===== config.mk =====
export PLATFORM = sky130hd
export DESIGN_NAME = l1_readout_sched
export DESIGN_NICKNAME = d
export VERILOG_FILES = /design/src/rtl/l1_readout_sched_pkg.sv /design/src/rtl/l1_sched_fifo.sv /design/src/rtl/l1_readout_sched.sv
export SDC_FILE = /design/constraint.sdc
export NUM_CORES = 1
export LEC_CHECK = 0
export CAP_MARGIN = 10
export CORE_MARGIN = 2
export CORE_UTILIZATION = 50
export DETAILED_ROUTE_END_ITERATION = 8
export PLACE_DENSITY = 0.8
export SETUP_SLACK_MARGIN = 0.02
export SKIP_CTS_REPAIR_TIMING = 1
export SLEW_MARGIN = 20
export SYNTH_ARGS = -nofsm -noshare
export SYNTH_HDL_FRONTEND = slang
export SYNTH_SLANG_ARGS = --single-unit

===== constraint.sdc =====
create_clock -name clk -period 7 [get_ports clk]
set_input_delay 1.4 -clock clk [delete_from_list [all_inputs] [get_ports clk]]
set_output_delay 1.4 -clock clk [all_outputs]
set_load 0.005 [all_outputs]

===== src/rtl/l1_readout_sched_pkg.sv =====
// Shared widths, default sizing and FSM state encoding for the L1/R3 readout scheduler.
// The readout ID width comes from `RO_ADDR_WIDTH (12 bits when the build does not set it).
`ifndef RO_ADDR_WIDTH
`define RO_ADDR_WIDTH 12
`endif

package l1_readout_sched_pkg;

    localparam int SCHED_ADDR_W    = `RO_ADDR_WIDTH;
    localparam int SCHED_DEPTH_DEF = 8;
    localparam int SCHED_TMO_W_DEF = 8;

    typedef enum logic [1:0] {
        SCHED_IDLE = 2'd0,
        SCHED_REQ  = 2'd1,
        SCHED_BUSY = 2'd2
    } sched_state_e;

endpackage


===== src/rtl/l1_sched_fifo.sv =====
// Synchronous FIFO holding pending L1 event IDs; a push into a full FIFO is accepted
// only when a pop happens in the same cycle.
module l1_sched_fifo #(
    parameter int W     = 12,
    parameter int DEPTH = 8
) (
    input  logic                     clk,
    input  logic                     Resetb,
    input  logic                     push,
    input  logic [W-1:0]             wdata,
    input  logic                     pop,
    output logic [W-1:0]             rdata,
    output logic                     full,
    output logic                     empty,
    output logic [$clog2(DEPTH):0]   count
);

    localparam int PW = $clog2(DEPTH);
    localparam int CW = PW + 1;

    logic [W-1:0]  mem_r [DEPTH];
    logic [PW-1:0] wr_ptr_r;
    logic [PW-1:0] rd_ptr_r;
    logic          push_ok_s;
    logic          pop_ok_s;
    logic [CW-1:0] count_nxt_s;

    // Accepted push/pop this cycle and the resulting occupancy.
    always_comb begin
        pop_ok_s    = pop && !empty;
        push_ok_s   = push && (!full || pop_ok_s);
        count_nxt_s = count;
        if (push_ok_s && !pop_ok_s) begin
            count_nxt_s = count + CW'(1);
        end else if (pop_ok_s && !push_ok_s) begin
            count_nxt_s = count - CW'(1);
        end else begin
            count_nxt_s = count;
        end
    end

    // Pointers, occupancy and registered full/empty flags.
    always_ff @(posedge clk) begin
        if (!Resetb) begin
            wr_ptr_r <= '0;
            rd_ptr_r <= '0;
            count    <= '0;
            full     <= 1'b0;
            empty    <= 1'b1;
        end else begin
            if (push_ok_s) wr_ptr_r <= wr_ptr_r + PW'(1);
            if (pop_ok_s)  rd_ptr_r <= rd_ptr_r + PW'(1);
            count <= count_nxt_s;
            full  <= (count_nxt_s == CW'(DEPTH));
            empty <= (count_nxt_s == CW'(0));
        end
    end

    // Storage array; contents need no reset because occupancy gates every read.
    always_ff @(posedge clk) begin
        if (push_ok_s) mem_r[wr_ptr_r] <= wdata;
    end

    assign rdata = mem_r[rd_ptr_r];

endmodule


===== src/rtl/l1_readout_sched.sv =====
// Readout request scheduler: queued L1 IDs plus a one-entry R3 priority slot, one
// req/ack/done handshake with a done watchdog. Optional macro: L1_SCHED_OVFCNT_EN.
module l1_readout_sched
    import l1_readout_sched_pkg::*;
#(
    parameter int ADDR_W = SCHED_ADDR_W,
    parameter int DEPTH  = SCHED_DEPTH_DEF,
    parameter int TMO_W  = SCHED_TMO_W_DEF
) (
    input  logic              clk,
    input  logic              Resetb,
    input  logic              L1detAck,
    input  logic [ADDR_W-1:0] L1L0ID,
    input  logic              R3detAck,
    input  logic [ADDR_W-1:0] R3L0ID,
    output logic              ReadReq,
    output logic [ADDR_W-1:0] ReadAddr,
    output logic              ReadIsR3,
    input  logic              ReadAck,
    input  logic              ReadDone,
    output logic              L1Empty,
    output logic              L1Full,
    output logic              L1Drop,
    output logic              R3Drop,
    output logic              Timeout
`ifdef L1_SCHED_OVFCNT_EN
    ,
    output logic [7:0]        DropCount
`endif
);

    localparam int                CNT_W   = $clog2(DEPTH) + 1;
    localparam logic [TMO_W-1:0]  TMO_MAX = {TMO_W{1'b1}};

    sched_state_e      state_r;
    logic [TMO_W-1:0]  wdog_r;
    logic              r3_pend_r;
    logic [ADDR_W-1:0] r3_id_r;

    logic [ADDR_W-1:0] fifo_head_s;
    logic [CNT_W-1:0]  fifo_count_s;
    logic              fifo_empty_s;
    logic              fifo_full_s;
    logic              r3_take_s;
    logic              l1_pop_s;
    logic              l1_push_s;
    logic              l1_drop_s;
    logic              r3_drop_s;

    // R3 always wins the idle slot; a full FIFO only drops when nothing pops this cycle.
    always_comb begin
        r3_take_s = (state_r == SCHED_IDLE) && r3_pend_r;
        l1_pop_s  = (state_r == SCHED_IDLE) && !r3_pend_r && !fifo_empty_s;
        l1_drop_s = L1detAck && (fifo_count_s == CNT_W'(DEPTH)) && !l1_pop_s;
        l1_push_s = L1detAck && !l1_drop_s;
        r3_drop_s = R3detAck && r3_pend_r && !r3_take_s;
    end

    l1_sched_fifo #(
        .W     (ADDR_W),
        .DEPTH (DEPTH)
    ) u_fifo (
        .clk    (clk),
        .Resetb (Resetb),
        .push   (l1_push_s),
        .wdata  (L1L0ID),
        .pop    (l1_pop_s),
        .rdata  (fifo_head_s),
        .full   (fifo_full_s),
        .empty  (fifo_empty_s),
        .count  (fifo_count_s)
    );

    assign L1Empty = fifo_empty_s;
    assign L1Full  = fifo_full_s;

    // R3 priority slot: a new ID always lands, even in the cycle the old one is taken.
    always_ff @(posedge clk) begin
        if (!Resetb) begin
            r3_pend_r <= 1'b0;
            r3_id_r   <= '0;
        end else if (R3detAck) begin
            r3_pend_r <= 1'b1;
            r3_id_r   <= R3L0ID;
        end else if (r3_take_s) begin
            r3_pend_r <= 1'b0;
        end else begin
            r3_pend_r <= r3_pend_r;
        end
    end

    // Handshake FSM with registered request outputs and done watchdog.
    always_ff @(posedge clk) begin
        if (!Resetb) begin
            state_r  <= SCHED_IDLE;
            ReadReq  <= 1'b0;
            ReadAddr <= '0;
            ReadIsR3 <= 1'b0;
            Timeout  <= 1'b0;
            wdog_r   <= '0;
        end else begin
            Timeout <= 1'b0;
            case (state_r)
                SCHED_IDLE: begin
                    if (r3_pend_r) begin
                        state_r  <= SCHED_REQ;
                        ReadReq  <= 1'b1;
                        ReadAddr <= r3_id_r;
                        ReadIsR3 <= 1'b1;
                    end else if (!fifo_empty_s) begin
                        state_r  <= SCHED_REQ;
                        ReadReq  <= 1'b1;
                        ReadAddr <= fifo_head_s;
                        ReadIsR3 <= 1'b0;
                    end else begin
                        state_r <= SCHED_IDLE;
                    end
                end
                SCHED_REQ: begin
                    if (ReadAck) begin
                        state_r <= SCHED_BUSY;
                        ReadReq <= 1'b0;
                        wdog_r  <= '0;
                    end else begin
                        state_r <= SCHED_REQ;
                    end
                end
                SCHED_BUSY: begin
                    if (ReadDone) begin
                        state_r <= SCHED_IDLE;
                    end else if (wdog_r == TMO_MAX) begin
                        state_r <= SCHED_IDLE;
                        Timeout <= 1'b1;
                    end else begin
                        wdog_r <= wdog_r + TMO_W'(1);
                    end
                end
                default: begin
                    state_r <= SCHED_IDLE;
                    ReadReq <= 1'b0;
                end
            endcase
        end
    end

    // Loss indications, one cycle after the offending detector pulse.
    always_ff @(posedge clk) begin
        if (!Resetb) begin
            L1Drop <= 1'b0;
            R3Drop <= 1'b0;
        end else begin
            L1Drop <= l1_drop_s;
            R3Drop <= r3_drop_s;
        end
    end

`ifdef L1_SCHED_OVFCNT_EN
    // Saturating loss counter; simultaneous L1 and R3 losses count once.
    always_ff @(posedge clk) begin
        if (!Resetb) begin
            DropCount <= 8'd0;
        end else if ((l1_drop_s || r3_drop_s) && (DropCount != 8'hFF)) begin
            DropCount <= DropCount + 8'd1;
        end else begin
            DropCount <= DropCount;
        end
    end
`endif

endmodule


==> run summary, run 1 <==
outcome - finished clean
Yosys warnings - 0
max cap viols - 0
clock tree buffer depth - 2
Worst setup SP type - primary input
Clock transition at path regs - 60 ps
Cell Area, Synth - 6090 µm²
I/O pin count - 49
slowest stage delay, CP - 830 ps
reg2reg start - r3_pend_r$_SDFFE_PN0P_
Post-Synthesis Cells - 420
Post-DP HPWL - 7.35 mm
CTS Buf Count - 17
Area Growth Syn to Fin - 18.9%
worst slew pin tran - 1050 ps
sum of negative setup slack - 0 ps
Switching Fraction - 24.0%
cell taking the most area after synthesis - edfxtp_1
Die Y - 114 µm
Via density - 5.84
Max-slew headroom - 29.8%
asr flop ratio synth - 0%
Core Area - 12,000 µm²
Min-Delay Path Depth - 2
reg2reg path depth - 5
Hold Path Class - flop to flop
crit path DAT - 3700 ps
RePlAce Congestion - 0.752
layout cells sized above 1 - 14.6%
CP max FO - 14
Final Hold Vio Count - 0
#FFs+latches synth - 151
Fmax - 0.273 GHz
post-route minimum period - 3670 ps
Crit Path Category - primary input to flop
reg-to-reg endpoint - u_fifo.mem_r[6][8]$_DFFE_PP_
initial core utilization - 50.9%
Pre-Repair DR Iteration Count - 5
post-route ant nets - 0
drt drc - 0
Worst Hold Endpoint - wdog_r[5]$_SDFFE_PN0P_
die area - 13,100 µm²
most common flop cell mapped by yosys - edfxtp_1
synth top area cells - edfxtp_1, dfxtp_1, mux4_2
combinational power share - 11.1%
Final Skew - 7.61 ps
sw power - 508 µW
Total GRT Usage - 19.0%
Power Total - 2.11 mW
Post-synth EDFFs - 96
initial antenna violation count - 0
Clock power frac - 40.1%
Routed wire per std cell - 18.6 µm
largest net degree at the start of global routing - 30
RSZ-0062 raised after global routing - false
# rows - 40
r2r setup slk - 4150 ps
leakage - 2.45 nW
H-tree depth - 4
Via Count - 3,659
Port-buffer cells - 48
via count of the first global-routing pass - 3,611
post-synth net total - 456
clk sinks - 151
internal power - 1.61 mW
Final setup viols - 0
crit share post-route - 52.4%
total global routing overflow - 0
CP cell instances - clkdlybuf4s50_1 > inv_1 > or3_1 > nor2_1
worst-skew pair later-pin latency - 420 ps
fin nets - 503
synthesized area per cell - 14.5 µm²
Seq/Total Area, Yosys - 65.4%
Root Buffer - clkbuf_16
Peak VDD IR - 170 µV
PD cells - 292 nW/µm²
TritonCTS clock tree - done
Buf+Inv Stages, Crit Path - 2
fin. max-slew vios - 0
Yosys top cell area share - 47.3%
CP delay by family, top - simple AND/OR/NAND/NOR gates
Antenna diodes - 0
first-pass GRT wire length - 18.7 mm
routed wire length - 11.6 mm
initial drt markers - 402
Cell variety after synth - 51
Worst setup EP type - flop
data required time of the worst path - 7030 ps
Seq pwr share - 48.8%
Hold Startpoint - wdog_r[5]$_SDFFE_PN0P_
Die W - 114 µm
Worst path slowest cell - nor2_1
worst max path at each step:
stage / end / start / slack, ps / depth (start not counted)
2_1_floorplan: u_fifo.mem_r[0][0]$_DFFE_PP_ / L1detAck / 3840 / 3
3_3_place_gp: u_fifo.mem_r[2][0]$_DFFE_PP_ / L1detAck / 3040 / 4
3_5_place_dp: u_fifo.mem_r[2][4]$_DFFE_PP_ / L1detAck / 2910 / 4
4_1_cts: u_fifo.mem_r[2][10]$_DFFE_PP_ / L1detAck / 3290 / 4
5_1_grt: u_fifo.mem_r[6][8]$_DFFE_PP_ / L1detAck / 3190 / 4
6_report: u_fifo.mem_r[6][8]$_DFFE_PP_ / L1detAck / 3330 / 4
through the flow:
| step | worst slack (ps) | util [%] | hold WS, ps | cell area [µm²] | instances |
|---|---|---|---|---|---|
| 2_1_floorplan | 3840 | - | 442 | 6090 | 420 |
| 3_3_place_gp | 3040 | 55.8 | 457 | 6680 | 595 |
| 3_5_place_dp | 2910 | 55.8 | 462 | 6680 | 595 |
| 4_1_cts | 3290 | 60.5 | 473 | 7230 | 627 |
| 5_1_grt | 3190 | 60.6 | 493 | 7240 | 627 |
| 6_report | 3330 | 60.6 | 471 | 7240 | 627 |
cells by family (layout without fill, tap and decap cells):
kind of cell | after synthesis | count (layout) | share of synthesized area [%]
flops | 151 | 151 | 65.4
simple gates | 122 | 122 | 10.5
compound gates | 54 | 54 | 6.76
mux | 52 | 52 | 13.5
buf+inv | 33 | 93 | 2.32
fa+ha+maj | 6 | 6 | 1.23
xor+xnor | 2 | 2 | 0.288
power groups by stage:
stage	Combinational [mW]	Sequential, mW	Clock, mW
2_1_floorplan	0.155	1.03	0
3_3_place_gp	0.225	1.05	0
3_5_place_dp	0.232	1.05	0
4_1_cts	0.234	1.03	0.858
5_1_grt	0.256	1.04	0.898
6_report	0.235	1.03	0.848
registers in the layout (all words and copies together) (netlist names), named ones only:
register / flops
ReadIsR3: 1
ReadAddr: 12
u_fifo.rd_ptr_r: 3
u_fifo.count: 4
state_r: 2
Timeout: 1
wdog_r: 8
L1Drop: 1
u_fifo.wr_ptr_r: 3
u_fifo.empty: 1
R3Drop: 1
u_fifo.mem_r: 96
ReadReq: 1
r3_id_r: 12
r3_pend_r: 1
u_fifo.full: 1
synth_stat cells, drive strengths merged (5+ instances only):
library cell,number
nand2b,18
ha,6
nand2,28
mux4,24
nand3,11
a21oi,17
dfxtp,55
nor2,29
mux2i,28
buf,13
edfxtp,96
and3,5
inv,9
nor3,5
a211oi,5
clkbuf,11
a32o,12
o21ai,8
routing by layer:
layer  global-route usage (%)  up-vias  part of all wire, %
li1                         -     1702                    -
met1                     25.7     1807                   45
met2                     29.5      133                   47
met3                     5.40       17                  6.3
met4                     6.83        0                  2.1
met5                        0        -                    0
worst reg2reg max path: cells and delay by family (launching register included):
kind                   cells  cell delay [ps]
AOI/OAI and AO/OA          1              130
and+or+nand+nor            3             1590
DFF                        1              490
buffers and inverters      1              260
final cells by class:
cell class | instances | area [µm²]
clock buffer | 19 | 433
clock inverter | 13 | 123
fill | 883 | 4720
inverter | 9 | 33.8
multi-input combinational | 236 | 1970
sequential | 151 | 3990
tap | 147 | 184
timing repair buffer | 52 | 510
layout by cell type (no fill, tap or decap), types with 4 or more instances in the layout:
cell and instances:
a32o_1 12, ha_1 6, and2_1 4, nand2_1 28, mux4_2 24, nor2_1 25, buf_4 4, clkdlybuf4s50_1 48
nand3_1 11, clkbuf_16 17, inv_1 9, dfxtp_1 54, o21ai_0 7, clkinv_4 4, nor3_1 5, and3_1 5
edfxtp_1 96, nand2b_1 18, nor2_2 4, a21oi_1 16, mux2i_1 28
Power figures use the tool's default switching activity.
==> run 2, diff against run 1 <==
- PLACE_DENSITY: 0.8 -> 0.83
- clock period: 7 -> 3 ns (I/O delays scaled with it)
==> run 2 against run 1 <==
Compared with the run above: hold slack improved by 12 ps; critical endpoint is now u_fifo.mem_r[0][9]$_DFFE_PP_; count of clock-buffer cells in the layout fell by 1; highest routed layer unchanged; wire length is 3.0% higher; first-iteration DRC count fell by 2.5%; sequential share of layout area decreased by 0.76 points; register-to-register slack got worse by 3500 ps; critical path depth increased by 3; combinational power grew 140%; non-clock buffer count up 11; final cell count rose by 1.8%.
==> run summary, run 2 (same netlist as run 1, synthesis figures left out) <==
crit path DAT - 2450 ps (-1250 ps)
commonest cells after routing, fill and taps aside - edfxtp_1, dfxtp_1, clkdlybuf4s50_1
CTS Buf Count - 17 (unchanged)
clk sinks - 151 (unchanged)
Min-Delay Path Depth - 2 (unchanged)
die area - 13,100 µm² (unchanged)
commonest non-fill, non-tap cell in the layout - edfxtp_1
reg2reg start - u_fifo.count[0]$_SDFF_PN0_
crit share post-route - 78.0%
r2r setup slk - 660 ps (-3490 ps)
sum of negative setup slack - 0 ps (unchanged)
Via density - 5.86 (+0.42%)
WHS - 482 ps (+11.7 ps)
outcome - finished clean
Final Hold Vio Count - 0 (unchanged)
first-pass GRT wire length - 19.2 mm (+2.9%)
M1 WL - 5.07 mm (-2.2%)
CP startpoint - u_fifo.count[0]$_SDFF_PN0_
I/O pin count - 49 (unchanged)
highest routed layer - met4
initial core utilization - 50.9% (unchanged)
Max-slew headroom - 43.6% (+14 points)
Root Buffer - clkbuf_16
Hold Path Class - flop to flop
initial drt markers - 392 (-2.5%)
PD cells - 684 nW/µm² (+130%)
Core Area - 12,000 µm² (unchanged)
worst-skew pair later-pin latency - 420 ps (about the same)
final instance area - 7340 µm² (+1.4%)
reg2reg path depth - 7 (+2)
Die W - 114 µm (unchanged)
Routed wire per std cell - 18.8 µm (+1.2%)
H-tree depth - 4 (unchanged)
Worst setup EP type - flop
Pre-Repair DR Iteration Count - 5 (unchanged)
Worst setup SP type - flop
drt drc - 0 (unchanged)
post-route minimum period - 2340 ps
Crit Path Category - flop to flop
Clock transition at path regs - 70 ps (about the same)
via count of the first global-routing pass - 3,735 (+3.4%)
worst slew pin tran - 840 ps (-209 ps)
fin nets - 514 (+2.2%)
RSZ-0062 raised after global routing - false
post-route ant nets - 0 (unchanged)
Layout Cells excl Fill - 638 (+1.8%)
met2 WL - 5.78 mm (+5.5%)
placed inst area - 6760 µm² (+1.2%)
clock tree buffer depth - 2 (unchanged)
layout cells sized above 1 - 15.9% (+1.3 points)
Final Skew - 8.81 ps (+1.20 ps)
largest net degree at the start of global routing - 29 (-3.3%)
Die Y - 114 µm (unchanged)
Final setup viols - 0 (unchanged)
TritonCTS clock tree - done
most flop-heavy register - u_fifo.mem_r
# rows - 40 (unchanged)
routed wire length - 12.0 mm (+3.0%)
initial antenna violation count - 0 (unchanged)
Total GRT Usage - 19.7% (+0.75 points)
Peak VDD IR - 468 µV (+180%)
leakage - 2.53 nW (+3.1%)
data required time of the worst path - 3110 ps (-3920 ps)
Port-buffer cells - 48 (unchanged)
reg-to-reg endpoint - u_fifo.mem_r[0][9]$_DFFE_PP_
max cap viols - 0 (unchanged)
Met3 Wirelength - 871 µm (+18%)
Area Growth Syn to Fin - 20.6%
total global routing overflow - 0 (unchanged)
CP max FO - 12 (-2)
Setup crit end - u_fifo.mem_r[0][9]$_DFFE_PP_
Fmax - 0.427 GHz
fin. max-slew vios - 0 (unchanged)
placed insts - 606 (+1.8%)
Post-DP HPWL - 7.99 mm (+8.7%)
biggest regs - u_fifo.mem_r x96, ReadAddr x12, r3_id_r x12
RePlAce Congestion - 0.813 (+8.2%)
Via Count - 3,739 (+2.2%)
Largest register FFs - 96 (unchanged)
Antenna diodes - 0 (unchanged)
run 2: cell types whose count changed in the layout (fill, tap and decap cells not counted), moves of 3 or more:
| cell | delta |
|---|---|
| clkinv_4 | -3 |
| buf_4 | +11 |
| inv_8 | +4 |
| nor2_1 | +4 |
| nor2_2 | -4 |
| inv_6 | +3 |
run 2: layer usage:
layer	vias to the layer above	global-route usage (%)
li1	1733	-
met1	1812	24.6
met2	168	31.9
met3	26	6.30
met4	0	8.21
met5	-	0
run 2: worst min-delay path by stage:
stage / end / start
after floorplan: wdog_r[5]$_SDFFE_PN0P_ / wdog_r[5]$_SDFFE_PN0P_
after global routing: ReadAddr[5]$_SDFFE_PN0P_ / ReadAddr[5]$_SDFFE_PN0P_
after CTS: wdog_r[7]$_SDFFE_PN0P_ / wdog_r[7]$_SDFFE_PN0P_
after global placement: wdog_r[7]$_SDFFE_PN0P_ / wdog_r[7]$_SDFFE_PN0P_
final: wdog_r[5]$_SDFFE_PN0P_ / wdog_r[5]$_SDFFE_PN0P_
after detailed placement: ReadAddr[6]$_SDFFE_PN0P_ / ReadAddr[6]$_SDFFE_PN0P_
run 2: cell type report:
type	instances	area, µm²
clock buffer	18	429
clock inverter	14	154
fill	852	4620
inverter	9	33.8
multi-input combinational	236	1960
sequential	151	3980
tap	147	184
timing repair buffer	63	593
run 2: stage by stage:
| stage | power (mW) | worst slack, ps | util [%] |
|---|---|---|---|
| 5_1_grt | 5.21 | 517 | 61.4 |
| 4_1_cts | 5.07 | 662 | 61.4 |
| 3_3_place_gp | 2.97 | 668 | 56.5 |
| 3_5_place_dp | 3.00 | 605 | 56.5 |
| 6_report | 5.02 | 660 | 61.4 |
| 2_1_floorplan | 2.77 | 410 | - |
run 2: power by group:
part	internal, mW	switching, mW	leakage (nW)
clock network	1.18	0.878	0.282
registers	2.32	0.0884	1.32
logic	0.289	0.268	0.923
total	3.79	1.23	2.53
run 2: critical path, cell delays in order (launching register included):
cell	delay, ps
dfxtp_1	440
inv_1	130
ha_1	220
nand3b_1	170
a21oi_1	160
or3_1	430
nor3_1	200
buf_4	270
==> run 3, diff against run 2 <==
- clock period: 3 -> 2 ns (I/O delays scaled with it)
==> run 3 against run 2 <==
Compared with the run above: die area unchanged; highest routed layer unchanged; total power up 52%; worst setup slack worse by 600 ps; combinational power up 87%; critical endpoint is now u_fifo.mem_r[0][2]$_DFFE_PP_; non-clock buffer count up 21.
==> run summary, run 3 (same netlist as run 1, synthesis figures left out) <==
outcome - finished clean
total global routing overflow - 0 (unchanged)
post-route ant nets - 0 (unchanged)
Area Growth Syn to Fin - 27.3%
I/O pin count - 49 (unchanged)
Root Buffer - clkbuf_16
Post-DP HPWL - 7.81 mm (-2.2%)
Total GRT Usage - 20.5% (+0.81 points)
initial core utilization - 50.9% (unchanged)
Port-buffer cells - 48 (unchanged)
Max-slew headroom - 46.3% (+2.6 points)
Via Count - 3,841 (+2.7%)
via count of the first global-routing pass - 3,807 (+1.9%)
largest net degree at the start of global routing - 29 (unchanged)
Final setup viols - 0 (unchanged)
Largest register FFs - 96 (unchanged)
initial antenna violation count - 0 (unchanged)
worst slew pin tran - 803 ps (-36.4 ps)
clock tree buffer depth - 2 (unchanged)
fin nets - 535 (+4.1%)
CP cell instances - inv_2 > ha_4 > nand3b_1 > a21oi_2 > or3_4 > nor3_4 > clkbuf_16
Layout Cells excl Fill - 657 (+3.0%)
biggest regs - u_fifo.mem_r x96, ReadAddr x12, r3_id_r x12
Die Y - 114 µm (unchanged)
max cap viols - 0 (unchanged)
reg2reg start - u_fifo.count[0]$_SDFF_PN0_
Die W - 114 µm (unchanged)
leakage - 2.66 nW (+5.1%)
data required time of the worst path - 2130 ps (-980 ps)
routed wire length - 12.7 mm (+5.8%)
Final Skew - 8.14 ps (-0.669 ps)
drt drc - 0 (unchanged)
Hold Path Class - flop to flop
Worst path slowest cell - or3_4
placed insts - 619 (+2.1%)
Hold Startpoint - ReadAddr[6]$_SDFFE_PN0P_
Antenna diodes - 0 (unchanged)
Place WS - -129 ps (-734 ps)
RePlAce Congestion - 0.853 (+4.9%)
Core Area - 12,000 µm² (unchanged)
worst-skew pair later-pin latency - 420 ps (about the same)
most flop-heavy register - u_fifo.mem_r
clk sinks - 151 (unchanged)
layout cells sized above 1 - 22.9% (+7.1 points)
fin. max-slew vios - 0 (unchanged)
Peak VDD IR - 585 µV (+25%)
# rows - 40 (unchanged)
Worst setup SP type - flop
PD cells - 987 nW/µm² (+44%)
H-tree depth - 4 (unchanged)
setup ws final - 55.8 ps (-604 ps)
Pre-Repair DR Iteration Count - 5 (unchanged)
Fmax - 0.514 GHz (+20%)
Worst setup EP type - flop
CP max FO - 6 (-6)
crit share post-route - 97.2% (+19 points)
die area - 13,100 µm² (unchanged)
CTS Buf Count - 17 (unchanged)
Routed wire per std cell - 19.3 µm (+2.8%)
commonest non-fill, non-tap cell in the layout - edfxtp_1
commonest cells after routing, fill and taps aside - edfxtp_1, dfxtp_1, clkdlybuf4s50_1
slowest stage delay, CP - 420 ps (-20 ps)
initial drt markers - 513 (+31%)
crit path DAT - 2080 ps (-370 ps)
first-pass GRT wire length - 19.9 mm (+3.8%)
Final Hold Vio Count - 0 (unchanged)
Crit Path Category - flop to flop
CP delay by family, top - simple AND/OR/NAND/NOR gates
post-route minimum period - 1940 ps (-396 ps)
TritonCTS clock tree - done
Via density - 5.85 (-0.24%)
Clock transition at path regs - 60 ps (about the same)
Buf+Inv Stages, Crit Path - 2 (unchanged)
CP startpoint - u_fifo.count[0]$_SDFF_PN0_
run 3: power by group:
group	internal [mW]	switching, mW	leakage (nW)
logic	0.539	0.500	1.07
registers	3.48	0.0999	1.32
clock network	1.82	1.21	0.262
total	5.84	1.81	2.66
run 3: final timing paths:
check / depth (start not counted) / slack, ps / endpoint
min: 1 / 480 / ReadAddr[6]$_SDFFE_PN0P_
max reg2reg: 7 / 60 / u_fifo.mem_r[0][2]$_DFFE_PP_
min reg2reg: 1 / 480 / ReadAddr[6]$_SDFFE_PN0P_
max: 7 / 60 / u_fifo.mem_r[0][2]$_DFFE_PP_
run 3: layout make-up:
cell class	count	area (µm²)
clock buffers	19	433
clock inverters	11	125
fillers	795	4210
inverters	9	33.8
multi-input cells	236	2090
flip-flops and latches	151	3990
well taps	147	184
repair buffers	84	893
run 3: routing by layer:
metal,track usage (%),part of all wire [%],up-vias
li1,-,-,1766
met1,27.2,43,1923
met2,33.2,50,148
met3,6.25,6.3,4
met4,5.53,0.47,0
met5,0,0,-
run 3: metrics by stage:
stage / hold WS [ps] / area [µm²] / setup TNS [ps] / total power, mW / utilization, %
6_report: 482 / 7750 / 0 / 7.65 / 64.8
3_3_place_gp: 457 / 7100 / -1520 / 4.56 / 59.4
2_1_floorplan: 442 / 6220 / -952 / 4.21 / -
3_5_place_dp: 470 / 7100 / -2450 / 4.60 / 59.4
4_1_cts: 478 / 7660 / -7.71 / 7.64 / 64.0
5_1_grt: 500 / 7750 / -5.03 / 7.92 / 64.8
run 3: worst register-to-register path, stage by stage, from the launching register on:
cell and delay [ps]:
dfxtp_4 350, inv_2 60, ha_4 150, nand3b_1 120, a21oi_2 80, or3_4 420, nor3_4 270, clkbuf_16 220
